File: config.mk
export PLATFORM = sky130hd
export DESIGN_NAME = trace_fifo
export DESIGN_NICKNAME = d
export VERILOG_FILES = /design/src/rtl/trace_fifo.sv
export SDC_FILE = /design/constraint.sdc
export NUM_CORES = 1
export LEC_CHECK = 0
export BUFFER_PORTS_ARGS = -buffer_cell sky130_fd_sc_hd__clkbuf_2
export CORE_UTILIZATION = 38
export CTS_CLUSTER_DIAMETER = 60
export DETAILED_ROUTE_END_ITERATION = 7
export GPL_TIMING_DRIVEN = 0
export PLACE_DENSITY = 0.55
export SETUP_SLACK_MARGIN = 0.05
export SLEW_MARGIN = 20
export SYNTH_ARGS = -nofsm -noshare
export SYNTH_HDL_FRONTEND = slang
export SYNTH_SLANG_ARGS = --single-unit
File: constraint.sdc
create_clock -name clock -period 8.8 [get_ports clock]
set_input_delay 0.88 -clock clock [delete_from_list [all_inputs] [get_ports clock]]
set_output_delay 0.88 -clock clock [all_outputs]
set_load 0.01 [all_outputs]
File: src/rtl/trace_fifo.sv
// Single-clock synchronous FIFO holding expected trace entries.
// The head entry is presented combinationally from the storage array.
module trace_fifo #(
  parameter int W     = 100,
  parameter int DEPTH = 16,
  parameter int LW    = $clog2(DEPTH) + 1
) (
  input  logic          clock,
  input  logic          reset,
  input  logic          push,
  input  logic          pop,
  input  logic [W-1:0]  wdata,
  output logic [W-1:0]  rdata,
  output logic          full,
  output logic          empty,
  output logic [LW-1:0] level
);

  localparam int AW = $clog2(DEPTH);

  logic [W-1:0]  mem [DEPTH];
  logic [AW-1:0] wr_ptr_q, wr_ptr_d;
  logic [AW-1:0] rd_ptr_q, rd_ptr_d;
  logic [LW-1:0] level_q, level_d;
  logic          do_push, do_pop;

  assign full  = (level_q == LW'(DEPTH));
  assign empty = (level_q == '0);
  assign level = level_q;
  assign rdata = mem[rd_ptr_q];

  // Next pointers and fill level; a full queue refuses pushes, an empty one refuses pops
  always_comb begin
    do_push  = push & ~full;
    do_pop   = pop & ~empty;
    wr_ptr_d = wr_ptr_q + AW'(do_push);
    rd_ptr_d = rd_ptr_q + AW'(do_pop);
    level_d  = level_q + LW'(do_push) - LW'(do_pop);
  end

  // Control state, cleared by the active-low synchronous reset
  always_ff @(posedge clock) begin
    if (!reset) begin
      wr_ptr_q <= '0;
      rd_ptr_q <= '0;
      level_q  <= '0;
    end else begin
      wr_ptr_q <= wr_ptr_d;
      rd_ptr_q <= rd_ptr_d;
      level_q  <= level_d;
    end
  end

  // Entry storage; a push in the reset cycle is dropped
  always_ff @(posedge clock) begin
    if (reset && do_push) begin
      mem[wr_ptr_q] <= wdata;
    end
  end

endmodule

Word level (Yosys, flattened, before mapping)
Memory sizes are Yosys's and may differ from the RTL's. A register that Yosys moved wholly into a read port is not among the register bits.
Cells that the tools add are included.
Operators by class
  add/sub/neg operators: 4
  equal/unequal tests: 1
  muxes and demuxes: 3
  bitwise operators: 4
  reduce and logical (&&, ||, !) cells: 2
Operators by type and width (count)
  $add 4x1->4: 2
  $add 5x1->5: 1
  $eq 5x5->1 const B: 1
  $logic_not 5->1: 1
  $sub 5x1->5: 1
  $mux 4: 1
  $and 1x1->1: 2
  $mux 1: 2
  $not 1->1: 2
  $logic_and 1x1->1: 1
Storage, ports and cells
  bits in registers: 13
  RAM bits: 1600
  output and inout bits: 107
  memories: 1
Memory list
  mem: words 16, width 100, read ports 1, clocked after memory_dff 1, write ports 1, line 21  | logic [W-1:0] mem [DEPTH];

Depth between registers and ports, before layout
  word-level depth: 6
  depth in mapped cells: 14

Least setup slack after synthesis
No wires, ideal clock.
  path kind: input port to flip-flop
  from: input port reset
  to: memory mem[0][0], enable pin
  library setup time: 0.681 ns
  arrival time: 8.247 ns
  path slack: -0.128 ns
  stages on the path: 3
  buffers on the path: 0
  cell sequence: and3_1 -> or3b_1 -> nor3_1
Between the ends
  longest elaborated chain between the ends: 3
Ends and longest elaborated chain
  start, declared: line 9  | input logic reset,
  $logic_and 1x1->1: line 56  | if (reset && do_push) begin
  $mux 1: line 56
  $mux 1 (implied by the code): line 57  | mem[wr_ptr_q] <= wdata;
  end, declared: line 21
Every way passes these cells.

==> key figures <==
Status
  – Status: complete, no violations

Clocking
  – Root Buffer: clkbuf_16
  – Post-CTS Setup Inserts: 0
  – CTS sink count: 1613
  – Worst-Skew Late Latency: 0.80 ns
  – CTS H-tree lvls: 4
  – Clk buf depth: 3
  – CTS tree: built
  – TritonCTS buffer count: 169
  – Clock transition at the registers of the reported paths: 0.06 ns
  – Resize count post-CTS: 0
  – CTS Hold Bufs: 0

Setup path
  – Cells along the critical path: buf_2 > clkbuf_1 > mux4_2 > a22oi_1 > nand2_1 > clkbuf_2
  – CP delay by family, top: buffers and inverters
  – WS Path Type: flip-flop to primary output
  – Worst setup SP type: flip-flop
  – CP max stage delay: 0.84 ns
  – Worst Path Buf+Inv: 3
  – Worst flop-to-flop path startpoint: level[2]
  – Reg2reg setup slack: a little over 5 ns
  – Critical Path Source: rd_ptr_q[1]
  – Required time worst endpoint: 7.92 ns
  – Slowest-stage cell, CP: clkbuf_1
  – Setup crit end kind: primary output
  – Cells on worst reg2reg path: 12
  – End of the worst register-to-register path: mem[3][45]
  – Crit-path max FO: 10
  – Worst EP arrival: 3.72 ns

Worst hold path
  – Hold Path Depth: 2
  – Hold Path Class: input pin to flip-flop
  – Hold EP: level[1]
  – Worst Hold Launch: reset

Power and ir drop
  – Cell area power density: 262 mW/mm^2
  – Internal Pwr Total: 14.1 mW
  – Flop pwr share: 45.0%
  – Switching share of power: between 20% and 30%
  – Clock power share: 35.4%
  – Combinational power share: 19.7%
  – Net Switching: 5.06 mW
  – Max IR drop VDD: approximately 0.16 mV
  – Pleak: 23.4 nW

Layout
  – Share of cells above drive strength 1: 24.3%
  – Layout Utilization: 45.5%
  – Synthesis-to-layout area growth: 18.5%
  – NumNets Final: approximately 3600
  – Area of the multi-input gates: between 0.01 and 0.015 mm^2
  – Reg area: 0.0483 mm^2
  – Layout filler cell count: 13500

Synthesis
  – Ys async rst share: 0%
  – Top_reg_cell synth: edfxtp_1
  – EDFF count, synth: 1600
  – Netlist cell types: 32
  – Average size of a mapped cell: 20.9 um^2
  – Post-Synthesis Cells: 2960
  – Mapped Nets: a little over 3000
  – Mapped Area: 0.0618 mm^2
  – Yosys top cell area share: 77.8%
  – Seq cells post-synth: approximately 1600
  – Post-synth top cells: 1600 x edfxtp_1, 400 x mux2i_1, 200 x a221oi_1, 200 x mux4_2, 102 x nand2_1
  – Largest cells by area after synthesis: edfxtp_1 78%, mux4_2 7.3%, mux2i_1 6.5%, a221oi_1 2.8%, a22oi_1 1.2%
  – Register area share after synthesis: 78.2%
  – Yosys warns: 0
  – Largest area contributor in the netlist: edfxtp_1
  – Cell with the most instances after synthesis: edfxtp_1

Place
  – IO buf count: 210
  – Routability Congestion: 0.715
  – Setup WS pre-CTS: 4.97 ns
  – Detail Placement HPWL: between 100000 and 150000 um

STA
  – Final Setup Violations: 0
  – RSZ-0062 raised after global routing: no
  – Hold Vio Cnt, Final: 0
  – Max-slew violation count: 0
  – Fmax: 218 MHz
  – Fraction of the cycle the final worst path needs: 52.2%
  – Slew Limit Headroom: 24.6%
  – Setup slack after layout: 4.20 ns
  – Fin crit period: 4.60 ns
  – Skew final: 0.0250 ns
  – Slew @ Worst Pin: between 1 and 1.5 ns

Die
  – Die Wd: 405 um
  – IO Count: 211
  – Die ar.: 0.164 mm^2
  – CORE AREA: 0.161 mm^2
  – Initial core utilization: 38.4%
  – FP Rows: 147
  – Die Y: 405 um

Drt
  – DR pass1 iterations: 5
  – Detailed Route WL: 158000 um
  – Wire per inst: 27.3 um
  – Via density: ~5.4
  – Detailed-route via count: 31000
  – DR DRC count: 0
  – Initial DRC count: between 2000 and 3000
  – DRT antenna net count: 0

Global route
  – Total gr overflow: 0
  – Initial antenna violation count: 15
  – Vias in the first global route: 31300
  – Pin count of the biggest net entering global routing: 22
  – Total GRT Usage: 19.3%
  – Global-route wire length before repair: 227000 um

Job
  – Max cap viols: 0
[per-stage QoR]
| stage | total power, mW | instance area, um^2 | std cells | TNS, ns | hold WS, ns |
|---|---|---|---|---|---|
| floorplan | 11.3 | 61800 | 2960 | 0 | 0.580 |
| global placement | 12.6 | 65500 | 5330 | -6347.16 | 0.592 |
| detailed placement | 12.6 | 68000 | 5465 | 0 | 0.595 |
| CTS | 19.4 | 73200 | 5768 | 0 | 0.314 |
| global route | 19.9 | 73200 | 5769 | 0 | 0.362 |
| finish | 19.2 | 73200 | 5772 | 0 | 0.376 |
[power groups by stage]
stage	logic [mW]	registers [mW]	clock network (mW)
finish	3.77	8.63	6.78
global route	4.05	8.64	7.23
CTS	3.87	8.63	6.92
detailed placement	3.86	8.79	0
global placement	3.78	8.85	0
floorplan	2.47	8.81	0
[sequential cells by signal, indices dropped and copies added (netlist names)]
| name | flops |
|---|---|
| mem | 1600 |
| wr_ptr_q | 4 |
| rd_ptr_q | 4 |
| level | 5 |
[metal layers]
metal | GRT usage (%) | wire length (um) | vias to the layer above
met5 | 0 | 97 | -
met4 | 6.23 | 4350 | 16
met3 | 3.86 | 9550 | 232
met2 | 30.6 | 74800 | 914
met1 | 26.7 | 69000 | 16200
li1 | - | - | 13500
[cell usage in the layout, fill, tap and decap left out, types with 4 or more instances in the layout]
cell type	Yosys	routed
dfxtp_1	13	13
clkbuf_16	0	175
clkbuf_2	0	212
o21ai_0	101	101
a22oi_1	100	100
clkinv_1	0	33
buf_8	0	6
diode_2	0	4
mux4_2	200	200
nor2_4	0	12
bufinv_16	0	8
clkbuf_1	81	118
nand2b_1	4	4
ha_1	10	10
buf_12	0	37
buf_16	0	39
clkinv_2	0	31
inv_1	10	10
buf_2	15	15
buf_4	32	73
and2_1	12	12
mux2i_1	400	400
nand2_1	102	102
inv_6	0	8
buf_6	35	47
buf_1	5	5
edfxtp_1	1600	1600
a221oi_1	200	200
[worst max path at each step]
stage / to / cells past startpoint
after floorplan: mem[3][0] / 3
after global routing: rdata[79] / 6
after global placement: mem[3][44] / 4
final: rdata[79] / 6
after CTS: rdata[79] / 6
after detailed placement: mem[3][44] / 10
[logic make-up after synthesis]
logic type / share of synthesized area [%]
mux: 13.8
fa+ha+maj: 0.235
flops: 78.2
compound gates: 4.90
simple gates: 1.05
xor+xnor: 0.0851
buf+inv: 1.73
[area by class of cell]
cell class	count	area share (%)
clock inverters	87	0.908
repair buffers	345	4.64
multi-input cells	1169	17.1
inverters	10	0.0513
plain buffers	168	1.41
diodes	4	0.0137
flip-flops and latches	1613	66.0
well taps	2160	3.69
clock buffers	216	6.22
Power figures use the tool's default switching activity.
